<file path="src/rtl/ps2_cmd_sequencer.sv">
// Host-to-device PS2 keyboard command sequencer: sends a command (and optional
// argument) through ps2_port, handles ACK/RESEND/timeout and splits the RX stream.
module ps2_cmd_sequencer #(
  parameter int unsigned MAX_RETRY  = 3,
  parameter int unsigned TIMEOUT_US = 20000,
  parameter int unsigned TOW        = 15
) (
  input  logic       clk6x,
  input  logic       resetn,
  input  logic       ck1us,
  input  logic [7:0] cmd_i,
  input  logic [7:0] arg_i,
  input  logic       has_arg_i,
  input  logic       cmd_v_i,
  output logic       cmd_busy_o,
  output logic [7:0] status_o,
  output logic       status_v_o,
  output logic [7:0] ptx_code_o,
  output logic       ptx_v_o,
  input  logic       pbusy_i,
  input  logic       ptx_acked_i,
  input  logic       ptx_errd_i,
  input  logic [7:0] prx_code_i,
  input  logic       prx_v_i,
  output logic [7:0] scan_code_o,
  output logic       scan_v_o
);

  localparam int unsigned RW = $clog2(MAX_RETRY + 2);
  localparam logic [TOW-1:0] TLIM = TOW'(TIMEOUT_US - 1);
  localparam logic [RW-1:0] RMAX = RW'(MAX_RETRY);
  localparam logic [7:0] CODE_ACK    = 8'hFA;
  localparam logic [7:0] CODE_RESEND = 8'hFE;
  localparam logic [7:0] CODE_TOUT   = 8'h00;

  typedef enum logic [2:0] {IDLE, SEND, WAIT_TX, WAIT_RESP, DONE} state_t;

  state_t         state, state_d;
  logic [7:0]     cmd_q, cmd_d, arg_q, arg_d, res_q, res_d;
  logic           has_arg_q, has_arg_d, sel_arg, sel_arg_d;
  logic [RW-1:0]  retry, retry_d;
  logic [TOW-1:0] tcnt, tcnt_d, tcnt_inc_c;
  logic           tout_c;
  logic           busy_d, status_v_d, ptx_v_d, scan_v_d;
  logic [7:0]     status_d, ptx_code_d, scan_code_d;

  // Saturating microsecond counter; expiry fires on the pulse that reaches TIMEOUT_US.
  assign tcnt_inc_c = (tcnt == '1) ? tcnt : tcnt + TOW'(1);
  assign tout_c     = ck1us && (tcnt >= TLIM);

  always_comb begin
    state_d     = state;
    cmd_d       = cmd_q;
    arg_d       = arg_q;
    has_arg_d   = has_arg_q;
    sel_arg_d   = sel_arg;
    retry_d     = retry;
    tcnt_d      = tcnt;
    res_d       = res_q;
    busy_d      = cmd_busy_o;
    status_d    = status_o;
    status_v_d  = 1'b0;
    ptx_code_d  = ptx_code_o;
    ptx_v_d     = 1'b0;
    scan_code_d = scan_code_o;
    scan_v_d    = 1'b0;

    // Responses are consumed only while a reply is awaited.
    if (prx_v_i && (state != WAIT_RESP)) begin
      scan_v_d    = 1'b1;
      scan_code_d = prx_code_i;
    end

    case (state)
      IDLE: begin
        if (cmd_v_i) begin
          cmd_d     = cmd_i;
          arg_d     = arg_i;
          has_arg_d = has_arg_i;
          sel_arg_d = 1'b0;
          retry_d   = '0;
          busy_d    = 1'b1;
          state_d   = SEND;
        end
      end
      SEND: begin
        if (!pbusy_i) begin
          ptx_v_d    = 1'b1;
          ptx_code_d = sel_arg ? arg_q : cmd_q;
          retry_d    = retry + RW'(1);
          tcnt_d     = '0;
          state_d    = WAIT_TX;
        end
      end
      WAIT_TX: begin
        if (ptx_acked_i) begin
          tcnt_d  = '0;
          state_d = WAIT_RESP;
        end else if (ptx_errd_i) begin
          if (retry < RMAX) begin
            state_d = SEND;
          end else begin
            res_d   = CODE_RESEND;
            state_d = DONE;
          end
        end else if (ck1us) begin
          tcnt_d = tcnt_inc_c;
          if (tout_c) begin
            res_d   = CODE_TOUT;
            state_d = DONE;
          end
        end
      end
      WAIT_RESP: begin
        if (prx_v_i) begin
          if (prx_code_i == CODE_ACK) begin
            if (!sel_arg && has_arg_q) begin
              sel_arg_d = 1'b1;
              retry_d   = '0;
              state_d   = SEND;
            end else begin
              res_d   = CODE_ACK;
              state_d = DONE;
            end
          end else if (prx_code_i == CODE_RESEND) begin
            if (retry < RMAX) begin
              state_d = SEND;
            end else begin
              res_d   = CODE_RESEND;
              state_d = DONE;
            end
          end else begin
            res_d   = prx_code_i;
            state_d = DONE;
          end
        end else if (ck1us) begin
          tcnt_d = tcnt_inc_c;
          if (tout_c) begin
            res_d   = CODE_TOUT;
            state_d = DONE;
          end
        end
      end
      DONE: begin
        status_d   = res_q;
        status_v_d = 1'b1;
        busy_d     = 1'b0;
        state_d    = IDLE;
      end
      default: state_d = IDLE;
    endcase
  end

  always_ff @(posedge clk6x or negedge resetn) begin
    if (!resetn) begin
      state       <= IDLE;
      cmd_q       <= '0;
      arg_q       <= '0;
      has_arg_q   <= 1'b0;
      sel_arg     <= 1'b0;
      retry       <= '0;
      tcnt        <= '0;
      res_q       <= '0;
      cmd_busy_o  <= 1'b0;
      status_o    <= '0;
      status_v_o  <= 1'b0;
      ptx_code_o  <= '0;
      ptx_v_o     <= 1'b0;
      scan_code_o <= '0;
      scan_v_o    <= 1'b0;
    end else begin
      state       <= state_d;
      cmd_q       <= cmd_d;
      arg_q       <= arg_d;
      has_arg_q   <= has_arg_d;
      sel_arg     <= sel_arg_d;
      retry       <= retry_d;
      tcnt        <= tcnt_d;
      res_q       <= res_d;
      cmd_busy_o  <= busy_d;
      status_o    <= status_d;
      status_v_o  <= status_v_d;
      ptx_code_o  <= ptx_code_d;
      ptx_v_o     <= ptx_v_d;
      scan_code_o <= scan_code_d;
      scan_v_o    <= scan_v_d;
    end
  end

endmodule
</file>
<file path="config.mk">
export PLATFORM = sky130hd
export DESIGN_NAME = ps2_cmd_sequencer
export DESIGN_NICKNAME = d
export VERILOG_FILES = /design/src/rtl/ps2_cmd_sequencer.sv
export SDC_FILE = /design/constraint.sdc
export NUM_CORES = 1
export LEC_CHECK = 0
export CAP_MARGIN = 25
export CORE_MARGIN = 5
export CORE_UTILIZATION = 57
export DETAILED_ROUTE_END_ITERATION = 8
export HOLD_SLACK_MARGIN = 0.05
export PLACE_DENSITY = 0.85
export SETUP_SLACK_MARGIN = 0.1
export SYNTH_ARGS = -nofsm -noshare
export SYNTH_HDL_FRONTEND = slang
export SYNTH_SLANG_ARGS = --single-unit
</file>
<file path="constraint.sdc">
create_clock -name clk6x -period 5.97 [get_ports clk6x]
set_input_delay 1.194 -clock clk6x [delete_from_list [all_inputs] [get_ports clk6x]]
set_output_delay 1.194 -clock clk6x [all_outputs]
set_load 0.05 [all_outputs]
</file>
**Yosys cells after proc, flatten, opt, wreduce, memory -nomap -nowiden**

Cells that the tools add are included.

- Bitwise operators: 1
- Add/subtract/negate cells: 2
- Magnitude comparators: 2
- Eq/ne operators: 17
- Multiplexer cells: 47
- Reductions and logical operators: 18

Operators with widths:

| operator | number |
|---|---|
| $mux W15 | 6 |
| $mux W8 | 10 |
| $mux W3 | 16 |
| $pmux W15 S3 | 1 |
| $eq A8 B8 Y1 const B | 2 |
| $pmux W8 S2 | 1 |
| $add A15 B1 Y15 const B | 1 |
| $eq A15 B15 Y1 const B | 1 |
| $ge A15 B15 Y1 const B | 1 |
| $ne A2 B2 Y1 const B | 7 |
| $pmux W3 S4 | 1 |
| $mux W1 | 9 |
| $pmux W3 S3 | 1 |
| $reduce_and A2 Y1 | 4 |
| $eq A3 B2 Y1 const B | 2 |
| $reduce_and A6 Y1 | 1 |
| $reduce_bool A2 Y1 | 3 |
| $reduce_bool A3 Y1 | 2 |
| $reduce_and A5 Y1 | 1 |
| $ne A4 B4 Y1 const B | 1 |
| $pmux W1 S2 | 2 |
| $reduce_and A4 Y1 | 1 |
| $add A3 B1 Y3 const B | 1 |
| $eq A3 B1 Y1 const B | 1 |
| other kinds (9) | 11 |

- Input bits: 33
- Output and inout port bits: 28
- Register bits after elaboration: 75
- Logic and storage cells: 102

**Longest topological paths before layout**

Gate-level depths: netlist of the first run.

- Word-level depth: 7
- Depth in mapped cells: 8
- Depth with buffers taken out: 6

**Worst setup path before layout of the first run**

Ideal clock, no wire load.

- Path type: input -> register
- Start: in ptx_errd_i
- End: reg tcnt[11]
- Stages on the path: 6
- Setup slack: 3.247 ns
- Required time: 5.892 ns
- Library setup time: 0.078 ns
- Buffers on the path: 1
- Data arrival time: 2.645 ns
- Cell sequence: nor3b_1 > o21a_1 > or3_4 > buf_6 > or4_1 > a21oi_1

- Word-level cells in the longest chain between the ends: 2

Ends and longest elaborated chain:

| element | line | source |
|---|---|---|
| start, declared | 22 | `input logic ptx_errd_i,` |
| $ne A3 B3 Y1 (no source line) | - |  |
| $reduce_and A4 Y1 (no source line) | - |  |
| end signal, assigned | 178 | `tcnt <= tcnt_d;` |
| end, declared | 42 | `logic [TOW-1:0] tcnt, tcnt_d, tcnt_inc_c;` |

No other way between the ends.
A chain may end at the register's enable or synchronous reset.

**Worst setup path after layout of the first run**

Ends and elaborated chain as after synthesis.

==> metrics.cfg, run 1 <==
[outcome]
outcome=finished clean

[drt]
detail_route.first_pass.iterations=5
detail_route.iter0.violations=207
routed_via_density=6.07
wl_per_cell_um=16.9
drc=0
routed-via-count=2804
drt_wl_total_um=7810
final_antenna_net_count=0

[synth]
synthCells=322
seq_area_frac_synth=0.532
post-synth-top-area-fraction=0.532
synthesis.area_sq_um=3530
yosysWarningCount=0
ys_seq_elements=75
synth_area_per_cell_sq_um=11.0
postSynth.topFlopCell=sky130_fd_sc_hd__dfrtp_1
syn-num-nets=357
dominant_cells_by_area_after_synthesis=sky130_fd_sc_hd__dfrtp_1, sky130_fd_sc_hd__mux2_2, sky130_fd_sc_hd__a21oi_1
synth_enable_flop_cells=0
postSynth.asyncResetShare=1.00
synth.distinct_cells=53
synth_top_cell_by_area=sky130_fd_sc_hd__dfrtp_1

[clocking]
htree_num_levels=3
clk_pin_slew_ns=0.08
worst_skew_pair.late_latency_ns=0.35
cts_root_buf=sky130_fd_sc_hd__clkbuf_8
cts_hold_repair.buffers=0
cts_buffers=9
ctsLongestPathBuffers=2
tritoncts=yes
clock_sink_count=75
postCtsSetupBuffers=0
cts_repair_resize_count=0

[global_routing]
grt_remaining_overflow=0
grt_most_used_layer=met2
number_of_antenna_violations_at_the_first_check_in_global_routing=0
maximum_number_of_pins_on_one_net_before_global_route_repair=76
grt_first_pass_wirelength_um=13100
globalRouteMet2Util=0.327
gr-usage-met1=0.302
global_route.usage.met3=0.0587
grt_pass1_vias=2719
track_usage=0.218

[die]
y_dimension_of_the_die_um=88.7
dieArea_sq_um=7870
initial_utilization=0.593
die_w_um=88.7
floorplan.core_area_sq_um=5960
io_pins=61
rows=28

[run]
max-cap-violations=0

[min_path]
hold_path_class=reg2reg

[layout]
final_layout_size_suffix_gt1_frac=0.160
layout_common_cells=sky130_fd_sc_hd__dfrtp_1, sky130_fd_sc_hd__clkdlybuf4s50_1, sky130_fd_sc_hd__mux2_2
fin_cells=462
design.final.nets=417
layout_overhead_on_the_synthesized_area_pct=26.1
most_common_library_cell_in_the_layout_ignoring_fill_and_taps=sky130_fd_sc_hd__dfrtp_1
insertedDiodeCount=0

[critical_path]
worst-path-max-fanout=22
worstSetupPathType=in2reg
r2r_setup_slack_ns=3.69
critical_path_required_ns=6.24
critical_path.endpoint_type=flip-flop
timing.critical_path.from_type=input port
worst-endpoint-arrival_ns=3.29

[timing]
slew_headroom=0.474
max_slew.worst_pin.slew_ns=0.789
final_count_of_negative_setup_slack_endpoints=0
fmax_mhz=332
final.period_utilization=0.505
report.final.slew_viol_count=0
rsz0062_at_grt=no
finalSetupTns_ns=0
worst_clock_skew_ns=0.00858
finalHoldViolations=0
final_period_minus_worst_setup_slack_ns=3.02

[power]
leakagePower_nw=1.84
cellPowerDensity_nw_per_um2=475
irDropWorstVdd_mv=0.332

[place]
place_inst=444
dp.final_hpwl_um=5370
portBuffers=60
gp_routability_congestion=0.904

-- per-layer routing --
layer,vias up,share of wire
met5,-,0
met4,0,0.015
met3,13,0.073
met2,114,0.47
met1,1362,0.45
li1,1315,-
-- where the power goes --
group          switching (mW)  internal [mW]  total [mW]  leakage (nW)
clock network           0.186          0.279       0.465         0.115
registers               0.116          0.668       0.784         0.949
logic                   0.524          0.341       0.865         0.776
-- area by class of cell --
cell class	instances	area, sq um
flip-flops and latches	75	1880
multi-input cells	222	1550
fillers	404	1510
repair buffers	65	659
clock buffers	12	135
clock inverters	4	98.8
well taps	75	93.8
inverters	9	33.8
-- registers in the layout (all words and copies together) (netlist names), 8 cells and up --
register / count
ptx_code_o: 8
status_o: 8
arg_q: 8
tcnt: 15
cmd_q: 8
scan_code_o: 8
res_q: 8
-- cell usage after synthesis (4+ instances only) --
library cell	instances
sky130_fd_sc_hd__inv_1	8
sky130_fd_sc_hd__nand3_1	11
sky130_fd_sc_hd__clkbuf_1	11
sky130_fd_sc_hd__a31oi_1	5
sky130_fd_sc_hd__nor3_1	7
sky130_fd_sc_hd__nand4_1	5
sky130_fd_sc_hd__o21ai_0	9
sky130_fd_sc_hd__dfrtp_1	75
sky130_fd_sc_hd__and3_1	4
sky130_fd_sc_hd__a21oi_1	29
sky130_fd_sc_hd__a221oi_1	6
sky130_fd_sc_hd__mux2i_1	9
sky130_fd_sc_hd__or4_1	10
sky130_fd_sc_hd__nor2_1	20
sky130_fd_sc_hd__mux2_2	33
sky130_fd_sc_hd__o31ai_1	8
sky130_fd_sc_hd__nand2_1	24
-- worst max-delay path, stage by stage --
cell                              delay (ns)
sky130_fd_sc_hd__clkdlybuf4s50_1        0.49
sky130_fd_sc_hd__nor3b_1                0.18
sky130_fd_sc_hd__o21a_1                 0.23
sky130_fd_sc_hd__or3_4                  0.49
sky130_fd_sc_hd__or4_1                  0.54
sky130_fd_sc_hd__a21oi_1                0.16
-- cells by family after synthesis --
family / synth area share
flip-flops: 0.532
AO/OA/AOI/OAI: 0.144
AND/OR/NAND/NOR: 0.152
XOR/XNOR: 0.00248
multiplexers: 0.131
adder cells (fa/ha/maj): 0.00709
buffers and inverters: 0.0315
-- stage by stage --
stage / worst slack [ns] / total power [mW] / hold WS (ns) / utilization / cell area [sq um]
after CTS: 2.97 / 2.12 / 0.510 / 0.741 / 4410
final: 2.95 / 2.11 / 0.509 / 0.747 / 4450
after global placement: 2.67 / 1.62 / 0.486 / 0.701 / 4180
after detailed placement: 2.59 / 1.65 / 0.493 / 0.701 / 4180
after global routing: 2.79 / 2.24 / 0.519 / 0.747 / 4450
after floorplan: 3.25 / 1.38 / 0.471 / - / 3530
-- path summary, 6_finish.rpt --
path / start / cells after the start / endpoint
max in group asynchronous: resetn / 2 / retry[0]
min in group asynchronous: resetn / 1 / tcnt[3]
hold / removal: arg_q[7] / 1 / arg_q[7]
setup / recovery: ptx_errd_i / 6 / tcnt[11]
hold reg to reg: arg_q[7] / 1 / arg_q[7]
setup reg to reg: tcnt[0] / 7 / tcnt[11]
No activity file was read; power rests on OpenSTA's default activity.
==> run 2: changes to the inputs <==
--- a/config.mk
+++ b/config.mk
@@ -7,10 +7,10 @@
 export LEC_CHECK = 0
 export CAP_MARGIN = 25
 export CORE_MARGIN = 5
-export CORE_UTILIZATION = 57
+export CORE_UTILIZATION = 48
 export DETAILED_ROUTE_END_ITERATION = 8
 export HOLD_SLACK_MARGIN = 0.05
-export PLACE_DENSITY = 0.85
+export PLACE_DENSITY = 0.76
 export SETUP_SLACK_MARGIN = 0.1
 export SYNTH_ARGS = -nofsm -noshare
 export SYNTH_HDL_FRONTEND = slang
==> constraint.sdc (replaced) <==
create_clock -name clk6x -period 2.65 [get_ports clk6x]
set_input_delay 0.53 -clock clk6x [delete_from_list [all_inputs] [get_ports clk6x]]
set_output_delay 0.53 -clock clk6x [all_outputs]
set_load 0.05 [all_outputs]
==> metrics.cfg, run 2 (synthesis results as in run 1) <==
[outcome]
outcome=finished clean

[layout]
postLayoutCellArea_sq_um=4540
max_flop_register=tcnt
layout_overhead_on_the_synthesized_area_pct=28.6
final_layout_size_suffix_gt1_frac=0.184
insertedDiodeCount=0
design.final.nets=426
finish.utilization=0.629
fin_cells=495
max_reg_flops=15
layout_common_cells=sky130_fd_sc_hd__dfrtp_1, sky130_fd_sc_hd__clkdlybuf4s50_1, sky130_fd_sc_hd__mux2_2
most_common_library_cell_in_the_layout_ignoring_fill_and_taps=sky130_fd_sc_hd__dfrtp_1

[global_routing]
grt_pass1_vias=2800
maximum_number_of_pins_on_one_net_before_global_route_repair=76
grt_first_pass_wirelength_um=13400
grt_remaining_overflow=0
track_usage=0.189
number_of_antenna_violations_at_the_first_check_in_global_routing=0

[power]
cellPowerDensity_nw_per_um2=1040
irDropWorstVdd_mv=0.768
leakagePower_nw=1.88
finalPower_mw=4.74

[clocking]
cts_buffers=9
worst_skew_pair.late_latency_ns=0.35
cts_root_buf=sky130_fd_sc_hd__clkbuf_8
cts_repair_resize_count=0
cts_hold_repair.buffers=0
htree_num_levels=3
clock_sink_count=75
tritoncts=yes
postCtsSetupBuffers=0
clk_pin_slew_ns=0.08
ctsLongestPathBuffers=2

[die]
floorplan.core_area_sq_um=7210
dieArea_sq_um=9170
rows=31
y_dimension_of_the_die_um=95.8
initial_utilization=0.489
io_pins=61
die_w_um=95.8

[drt]
drt_wl_total_um=7990
detail_route.first_pass.iterations=4
routed_via_density=5.65
routed-via-count=2798
detail_route.iter0.violations=142
drc=0
wl_per_cell_um=16.1
final_antenna_net_count=0

[timing]
report.final.slew_viol_count=0
fin_ws_ns=0.312
rsz0062_at_grt=no
final_count_of_negative_setup_slack_endpoints=0
slew_headroom=0.633
worst_clock_skew_ns=0.00671
final.period_utilization=0.882
max_slew.worst_pin.slew_ns=0.550
min_hold_slack_ns=0.505
final_period_minus_worst_setup_slack_ns=2.34
finalSetupTns_ns=0
fmax_mhz=428
finalHoldViolations=0

[critical_path]
critical_path.endpoint_type=flip-flop
worstSetupPathType=in2reg
worst-path-max-fanout=22
critical_path_required_ns=2.91
timing.critical_path.to=tcnt[7]
rr_startpoint=tcnt[13]
timing.critical_path.from_type=input port
r2r_setup_slack_ns=0.42
rr_worst_depth=5
setup.worst_path.start=ptx_errd_i
worst-endpoint-arrival_ns=2.60
rr_endpoint=res_q[4]

[place]
gp_routability_congestion=0.843
place_inst=477
dp.final_hpwl_um=5630
dp_worst_setup_slack_ns=-0.0119
portBuffers=60
placed_cell_area_sq_um=4270

[min_path]
hold_path_class=in2async

[run]
max-cap-violations=0

-- run 2: area by class of cell --
class                           instances  area, sq um
Inverter                                9         33.8
Tap cell                               99          124
Fill cell                             590         2680
Clock inverter                          6         88.8
Clock buffer                           10          138
Sequential cell                        75         1880
Timing Repair Buffer                   74          726
Multi-Input combinational cell        222         1550
-- run 2: report_power, final --
part           switching, mW  internal [mW]  total (mW)
Clock                  0.432          0.556       0.987
Sequential             0.254           1.50        1.76
Combinational           1.19          0.799        1.99
-- run 2: worst max-delay path, stage by stage --
cell and delay [ns]:
sky130_fd_sc_hd__clkdlybuf4s50_1 0.50, sky130_fd_sc_hd__nor3b_1 0.18, sky130_fd_sc_hd__o21a_1 0.20, sky130_fd_sc_hd__or3_4 0.48
sky130_fd_sc_hd__or4_1 0.52, sky130_fd_sc_hd__a21oi_1 0.19
-- run 2: worst min path at each step --
stage / depth (start not counted) / slack, ns / start / to
after floorplan: 0 / 0.23 / resetn / arg_q[0]
after global placement: 1 / 0.49 / res_q[0] / status_o[0]
after CTS: 1 / 0.35 / resetn / tcnt[2]
final: 2 / 0.51 / resetn / tcnt[2]
after detailed placement: 1 / 0.49 / scan_code_o[5] / scan_code_o[5]
after global routing: 2 / 0.50 / resetn / tcnt[2]
-- run 2: metal layers --
metal | GRT usage | part of all wire | vias to the layer above | wire, um
met5 | 0 | 0 | - | 0
met4 | 0.0794 | 0.017 | 0 | 136
met3 | 0.0516 | 0.049 | 18 | 390
met2 | 0.285 | 0.48 | 83 | 3860
met1 | 0.256 | 0.45 | 1363 | 3600
li1 | - | - | 1334 | -
